[config.mk]
export PLATFORM = sky130hd
export DESIGN_NAME = acc_cpu_gen
export DESIGN_NICKNAME = d
export VERILOG_FILES = /design/src/rtl/acc_cpu_gen.sv
export SDC_FILE = /design/constraint.sdc
export NUM_CORES = 1
export LEC_CHECK = 0
export BUFFER_PORTS_ARGS = -buffer_cell sky130_fd_sc_hd__buf_2
export CORE_ASPECT_RATIO = 1.2
export CORE_MARGIN = 2
export CORE_UTILIZATION = 45
export CTS_CLUSTER_SIZE = 12
export DETAILED_ROUTE_END_ITERATION = 12
export HOLD_SLACK_MARGIN = 0.05
export PLACE_DENSITY_LB_ADDON = 0.08
export SETUP_SLACK_MARGIN = 0.4
export SLEW_MARGIN = 25
export SYNTH_ARGS = -nofsm -noshare
export SYNTH_HDL_FRONTEND = slang
export SYNTH_SLANG_ARGS = --single-unit
[constraint.sdc]
create_clock -name clk -period 7.8 [get_ports clk]
set_input_delay 0.78 -clock clk [delete_from_list [all_inputs] [get_ports clk]]
set_output_delay 0.78 -clock clk [all_outputs]
set_load 0.02 [all_outputs]
[src/rtl/acc_cpu_gen.sv]
// ---------------------------------------------------------------------------
// acc_cpu_gen : parametrised single-accumulator processor.
//
// Fetches one instruction per FETCH/EXEC pair from an external program
// memory over a req/ack handshake, executes it in one EXEC cycle and stops
// for good on HALT (only reset leaves the HALTED state).
//
// Handshake: imem_req is high for every FETCH cycle and imem_addr (= PC) is
// stable for as long as it stays high. An instruction is transferred on
// every clock edge where imem_req and imem_ack are both 1. imem_ack may be
// raised combinationally in the same cycle as the request.
//
// Ports:
//   clk, rstn            clock, synchronous active-low reset
//   imem_req/addr/ack/data  instruction fetch interface
//   pc_dbg, acu_dbg      program counter, accumulator
//   flag_z_dbg, flag_cy_dbg  zero and carry/borrow flags
//   halted               core stopped on HALT
//   retire               one-cycle pulse per executed instruction
//
// Instruction word: {opcode[3:0], ridx[RIDX_W-1:0], imm[DATA_W-1:0]}
// ---------------------------------------------------------------------------
module acc_cpu_gen #(
    parameter int DATA_W = 8,
    parameter int NREGS  = 4,
    parameter int PC_W   = 5,
    localparam int RIDX_W = $clog2(NREGS),
    localparam int IW     = 4 + RIDX_W + DATA_W
) (
    input  logic              clk,
    input  logic              rstn,
    output logic              imem_req,
    output logic [PC_W-1:0]   imem_addr,
    input  logic              imem_ack,
    input  logic [IW-1:0]     imem_data,
    output logic [PC_W-1:0]   pc_dbg,
    output logic [DATA_W-1:0] acu_dbg,
    output logic              flag_z_dbg,
    output logic              flag_cy_dbg,
    output logic              halted,
    output logic              retire
);

    typedef enum logic [1:0] {
        S_FETCH  = 2'd0,
        S_EXEC   = 2'd1,
        S_HALTED = 2'd2
    } state_t;

    state_t              state;
    logic [PC_W-1:0]     pc;
    logic [DATA_W-1:0]   acu;
    logic                z;
    logic                cy;
    logic [IW-1:0]       ir;
    logic [DATA_W-1:0]   regs [NREGS];

    // Instruction fields
    logic [3:0]          op;
    logic [RIDX_W-1:0]   ridx;
    logic [DATA_W-1:0]   imm;
    logic [DATA_W-1:0]   rval;

    assign op   = ir[IW-1 -: 4];
    assign ridx = ir[DATA_W +: RIDX_W];
    assign imm  = ir[DATA_W-1:0];
    assign rval = regs[ridx];

    // Next-state values for the EXEC cycle
    logic [DATA_W-1:0]   acu_n;
    logic                z_n;
    logic                cy_n;
    logic                acu_wr;
    logic                reg_wr;
    logic                jump;
    logic                halt_op;
    logic [DATA_W:0]     wide;
    logic [PC_W-1:0]     pc_n;

    always_comb begin
        acu_n   = acu;
        cy_n    = cy;
        acu_wr  = 1'b0;
        reg_wr  = 1'b0;
        jump    = 1'b0;
        halt_op = 1'b0;
        wide    = '0;
        case (op)
            4'd1: begin acu_n = imm;  acu_wr = 1'b1; end
            4'd2: reg_wr = 1'b1;
            4'd3: begin acu_n = rval; acu_wr = 1'b1; end
            4'd4: begin
                wide   = {1'b0, acu} + {1'b0, rval};
                acu_n  = wide[DATA_W-1:0];
                cy_n   = wide[DATA_W];
                acu_wr = 1'b1;
            end
            4'd5: begin
                // Top bit of the widened difference is the borrow (acu < rval).
                wide   = {1'b0, acu} - {1'b0, rval};
                acu_n  = wide[DATA_W-1:0];
                cy_n   = wide[DATA_W];
                acu_wr = 1'b1;
            end
            4'd6: begin
                wide   = {1'b0, acu} + {1'b0, imm};
                acu_n  = wide[DATA_W-1:0];
                cy_n   = wide[DATA_W];
                acu_wr = 1'b1;
            end
            4'd7:  begin acu_n = acu & rval; cy_n = 1'b0; acu_wr = 1'b1; end
            4'd8:  begin acu_n = acu | rval; cy_n = 1'b0; acu_wr = 1'b1; end
            4'd9:  begin acu_n = acu ^ rval; cy_n = 1'b0; acu_wr = 1'b1; end
            4'd10: jump = 1'b1;
            4'd11: jump = z;    // flags tested with their pre-EXEC value
            4'd12: jump = cy;
            4'd15: halt_op = 1'b1;
            default: ;          // NOP, and 13/14 behave as NOP
        endcase
        z_n  = acu_wr ? (acu_n == '0) : z;
        pc_n = jump ? imm[PC_W-1:0] : pc + PC_W'(1);
    end

    always_ff @(posedge clk) begin
        if (!rstn) begin
            state  <= S_FETCH;
            pc     <= '0;
            acu    <= '0;
            z      <= 1'b0;
            cy     <= 1'b0;
            ir     <= '0;
            halted <= 1'b0;
            retire <= 1'b0;
            for (int i = 0; i < NREGS; i++) begin
                regs[i] <= '0;
            end
        end else begin
            retire <= 1'b0;
            case (state)
                S_FETCH: begin
                    if (imem_ack) begin
                        ir    <= imem_data;
                        state <= S_EXEC;
                    end
                end
                S_EXEC: begin
                    retire <= 1'b1;
                    pc     <= pc_n;
                    acu    <= acu_n;
                    z      <= z_n;
                    cy     <= cy_n;
                    if (reg_wr) begin
                        regs[ridx] <= acu;
                    end
                    if (halt_op) begin
                        state  <= S_HALTED;
                        halted <= 1'b1;
                    end else begin
                        state  <= S_FETCH;
                    end
                end
                S_HALTED: state <= S_HALTED;
                default:  state <= S_FETCH;
            endcase
        end
    end

    // Request is combinational on state so it drops immediately under reset.
    assign imem_req    = rstn && (state == S_FETCH);
    assign imem_addr   = pc;
    assign pc_dbg      = pc;
    assign acu_dbg     = acu;
    assign flag_z_dbg  = z;
    assign flag_cy_dbg = cy;

endmodule

======== Yosys cells after proc, flatten, opt, wreduce, memory -nomap -nowiden ========
Memories as Yosys holds them, arrays and structs flattened. A register that Yosys moved wholly into a read port is not among the register bits.
Index checks and enable logic that the tools add are counted.
cells by class
  add/subtract/negate cells ............... 4
  equality and inequality tests ........... 16
  multiplexer cells ....................... 21
  bitwise gates (word level) .............. 3
  reductions and logical operators ........ 11
operator list
  kind                   count
  $pmux W8 S8            1
  $eq A4 B4 Y1 const B   6
  $add A8 B8 Y9          2
  $eq A4 B3 Y1 const B   4
  $reduce_or A8 Y1       2
  $mux W1                10
  $mux W2                5
  $sub A8 B8 Y9          1
  $and A8 B8 Y8          1
  $eq A4 B2 Y1 const B   2
  $logic_not A8 Y1       1
  $mux W8                1
  $or A8 B8 Y8           1
  $reduce_and A2 Y1      4
  $xor A8 B8 Y8          1
  $pmux W2 S3            1
  $add A5 B1 Y5 const B  1
  $mux W5                1
  $eq A4 B1 Y1 const B   1
  $pmux W1 S4            1
  $reduce_bool A4 Y1     1
  $pmux W1 S3            1
  $reduce_or A3 Y1       1
  $eq A2 B1 Y1 const B   1
  4 further kinds        4
storage, ports and cells
  register bits after elaboration ......... 33
  RAM bits ................................ 32
  input port bits ......................... 17
  output and inout port bits .............. 23
  logic and storage cells ................. 64
  memories kept ........................... 1
memory list
  name  depth  bits a word  read ports  clocked after Yosys merged registers in  write ports  RTL line  RTL
  regs  4      8            1           1                                        4            56        logic [DATA_W-1:0] regs [NREGS];

======== Depth between registers and ports, before layout ========
  depth after elaboration ................. 8
  depth in mapped cells ................... 12
  depth with buffers taken out ............ 11

======== Worst setup path before layout ========
No wires, ideal clock.
  kind .................................... register to register
  start point ............................. register (tool-made name)
  end point ............................... register z, in the netlist flag_z_dbg
  library setup time ...................... 0.084 ns
  arrival time ............................ 2.888 ns
  required time ........................... 7.716 ns
  slack ................................... 4.827 ns
  cell stages (with the launch flop) ...... 13
  buffers on the path ..................... 2
  clock period less this slack ............ 2.973 ns
  cells stage by stage .................... dfxtp_1 > buf_6 > mux4_1 > inv_1 > ha_1 > clkbuf_1 > inv_1 > o311a_1 > o31ai_1 > mux2_2 > nor4b_1 > a31oi_1 > o31ai_2
RTL lines
  item                  RTL line  RTL
  to (signal assigned)  150       z <= z_n;
  to (decl)             53        logic z;

==> flow_metrics.py <==
metrics = {
    "floorplan": {
        "core_um2": 10500,
        "io_pins": 40,
        "initial_core_util_pct": 46.1,
        "die_width_um": 98.8,
        "die_area_um2": 11600,
        "die_y_um": 118,
        "rows": 41,
    },
    "synthesis": {
        "syn_nets": 605,
        "ys_seq_area_share_pct": 34.3,
        "synth_ff_type": "dfxtp_1",
        "syn-cell-area_um2": 4850,
        "postSynthAreaPerCell_um2": 8.85,
        "ys_seq_elements": 67,
        "synth_edf_count": 32,
        "yosysWarnings": 0,
        "async_flop_share_pct": 0,
        "netlist_instances": 548,
        "synthDistinctLibCells": 73,
    },
    "sta": {
        "maxSlewHeadroom_pct": 43.7,
        "finClkSkew_ns": 0.00709,
        "rsz0062_at_grt": "false",
        "finalHoldViolCount": 0,
        "max_freq_mhz": 281,
        "drv_slew": 0,
        "final.setup.tns_ns": 0,
        "min_period_over_period_pct": 45.7,
        "setup_violations": 0,
        "tightest_slew_ns": 0.843,
        "fin_crit_ns": 3.56,
    },
    "power_and_ir_drop": {
        "irDropWorstVdd_mv": 0.197,
        "p_int_w": 0.000734,
        "power_frac_comb_pct": 16.3,
        "switching_share_pct": 27.4,
        "power_w": 0.00101,
        "power.leakage_nw": 2.08,
        "power_density_nw_per_um2": 190,
        "seqPwrFrac_pct": 40.0,
        "pwr-share-clk_pct": 43.7,
        "p_sw_w": 0.000277,
    },
    "finish": {
        "nNetsFinal": 623,
        "final_util_pct": 50.7,
        "fin_area_um2": 5330,
        "syn_to_final_growth_pct": 9.96,
        "num_antenna_cells": 0,
        "multi_input_area_um2": 2820,
        "fillers": 1002,
        "drive_above_1_share_pct": 13.1,
        "seq_area_um2": 1660,
    },
    "clock_network": {
        "numCtsBuffers": 9,
        "post-cts-setup-buffers": 0,
        "path_clk_slew_ns": 0.05,
        "cts.path.max_buffers": 2,
        "hold_buffers": 0,
        "htree_levels": 3,
        "clock_sinks": 67,
        "clk_latency_ns": 0.34,
        "cts_tree": "yes",
        "ctsRootBufferMaster": "clkbuf_16",
        "cts.repair.resized": 0,
    },
    "placement": {
        "placed_area_um2": 5010,
        "gp_congestion": 0.889,
        "place_hpwl_mm": 10.6,
        "port-buffer-count": 39,
    },
    "global_route": {
        "track_usage_pct": 24.9,
        "antenna_found_initial": 0,
        "grt_pass1_vias": 3951,
        "grt_pass1_wl_mm": 22.3,
        "grt_max_degree": 36,
        "overflow": 0,
    },
    "routing": {
        "firstDrtPassIters": 5,
        "vias_per_cell": 5.90,
        "vias": 4130,
        "drt_iter0_drc": 342,
        "wire_per_inst_um": 20.4,
        "ant_nets": 0,
        "route.final.wire_length_mm": 14.3,
        "drc": 0,
    },
    "critical_path": {
        "worstPathArrival_ns": 3.81,
        "cp_cell_sequence": "mux4_1 > ha_1 > inv_1 > fa_1 > nand2b_1 > a221oi_1 > mux2i_1 > o22ai_1 > nor4_1 > a31oi_1 > o31ai_2",
        "crit_path_end_kind": "flip-flop",
        "worstSetupStartpointType": "flip-flop",
        "critPathMaxFanout": 8,
        "cp.required_ns": 8.05,
        "critPathKind": "flip-flop to flip-flop",
        "cp_slowest_cell": "mux4_1",
        "critical-path-max-stage-delay_ns": 0.70,
    },
    "min_path": {
        "hold_class": "flip-flop to flip-flop",
    },
    "run": {
        "cap_violations": 0,
    },
    "outcome": {
        "status": "completed",
    },
}
-- cell families after synthesis --
family	count (synthesis)	share of synthesized area, %
AND/OR/NAND/NOR	216	23.0
AO/OA/AOI/OAI	127	16.7
buffers and inverters	73	7.56
flip-flops	67	34.3
adder cells (fa/ha/maj)	40	10.8
multiplexers	22	7.14
XOR/XNOR	3	0.542
-- worst max-delay path, delay by kind of cell (launching register included) --
kind	cells	cell delay, ns
mux	2	0.94
compound gates	4	0.93
flops	1	0.61
fa+ha+maj	2	0.46
simple gates	2	0.46
buf+inv	1	0.07
-- sequential cells by signal, summed over array words and instances (netlist names), named ones only --
signal / cells
flag_cy_dbg: 1
regs: 32
state: 2
imem_addr: 5
flag_z_dbg: 1
ir: 14
halted: 1
acu_dbg: 8
retire: 1
-- path summary, 6_finish.rpt --
kind                  startpoint                      end  slack [ns]  depth (start not counted)
max                    flip-flop  flag_z_dbg$_SDFFE_PN0P_        4.24                         11
min          halted$_SDFFE_PN0P_      halted$_SDFFE_PN0P_        0.46                          2
max reg2reg            flip-flop  flag_z_dbg$_SDFFE_PN0P_        4.24                         11
min reg2reg  halted$_SDFFE_PN0P_      halted$_SDFFE_PN0P_        0.46                          2
-- layout make-up --
class	instances	area share, %
timing repair buffer	44	4.36
multi-input combinational	408	52.9
sequential	67	31.2
inverter	36	2.53
clock buffer	12	4.62
clock inverter	4	1.38
tap	129	3.03
-- stage by stage --
stage / std cells / setup slack [ns] / hold WS [ns]
final: 700 / 4.24 / 0.462
after global routing: 700 / 4.00 / 0.511
after detailed placement: 684 / 4.28 / 0.457
after floorplan: 548 / 4.83 / 0.452
after global placement: 684 / 4.39 / 0.455
after CTS: 700 / 4.26 / 0.469
-- routing by layer --
metal / up-vias / share of wire (%) / track usage [%]
met5: - / 0 / 0
met4: 0 / 2.2 / 8.22
met3: 22 / 6.5 / 5.82
met2: 165 / 48 / 40.8
met1: 1940 / 43 / 32.4
li1: 2003 / - / -
-- Yosys cell counts (3+ instances only) --
library cell / instances / share of area [%]
buf_4: 7 / 1.1
or2_2: 4 / 0.52
and2_1: 21 / 2.7
nand2b_1: 16 / 2.1
nor2_1: 54 / 4.2
edfxtp_1: 32 / 20
ha_1: 37 / 9.5
a31oi_1: 3 / 0.39
fa_1: 3 / 1.2
clkbuf_1: 18 / 1.4
nand3b_1: 5 / 0.77
mux2i_1: 11 / 2.3
o32ai_1: 4 / 0.72
and3_1: 3 / 0.39
nand2_1: 53 / 4.1
o22ai_1: 5 / 0.64
a21oi_1: 43 / 4.4
nor4_1: 11 / 1.4
nor3b_1: 5 / 0.77
inv_1: 34 / 2.6
a211oi_1: 10 / 1.5
o21ai_0: 27 / 2.8
dfxtp_1: 35 / 14
o41ai_1: 3 / 0.54
mux4_2: 3 / 1.4
buf_6: 8 / 1.9
nor3_1: 10 / 1.0
mux4_1: 5 / 2.7
a2111oi_0: 3 / 0.54
or3_1: 3 / 0.39
nor2b_1: 7 / 0.90
nand3_1: 10 / 1.0
nand4b_1: 3 / 0.54
-- power by group through the flow --
| stage | logic, W | registers [W] | clock network [W] |
|---|---|---|---|
| 4_1_cts | 0.000163 | 0.000404 | 0.000447 |
| 3_5_place_dp | 0.000161 | 0.000412 | 0 |
| 2_1_floorplan | 0.000125 | 0.000401 | 0 |
| 5_1_grt | 0.000182 | 0.000406 | 0.000462 |
| 3_3_place_gp | 0.000160 | 0.000412 | 0 |
| 6_report | 0.000165 | 0.000404 | 0.000442 |
-- cells in the final DEF (no fill, tap or decap), types with 11 or more instances in the layout --
cell / synthesis / routed
nor2_1: 54 / 54
nor4_1: 11 / 11
dfxtp_1: 35 / 35
a21oi_1: 43 / 43
nand2_1: 53 / 53
inv_1: 34 / 34
o21ai_0: 27 / 27
edfxtp_1: 32 / 32
mux2i_1: 11 / 11
ha_1: 37 / 37
and2_1: 21 / 21
nand2b_1: 16 / 16
buf_2: 1 / 39
(Power assumes the default switching activity.)
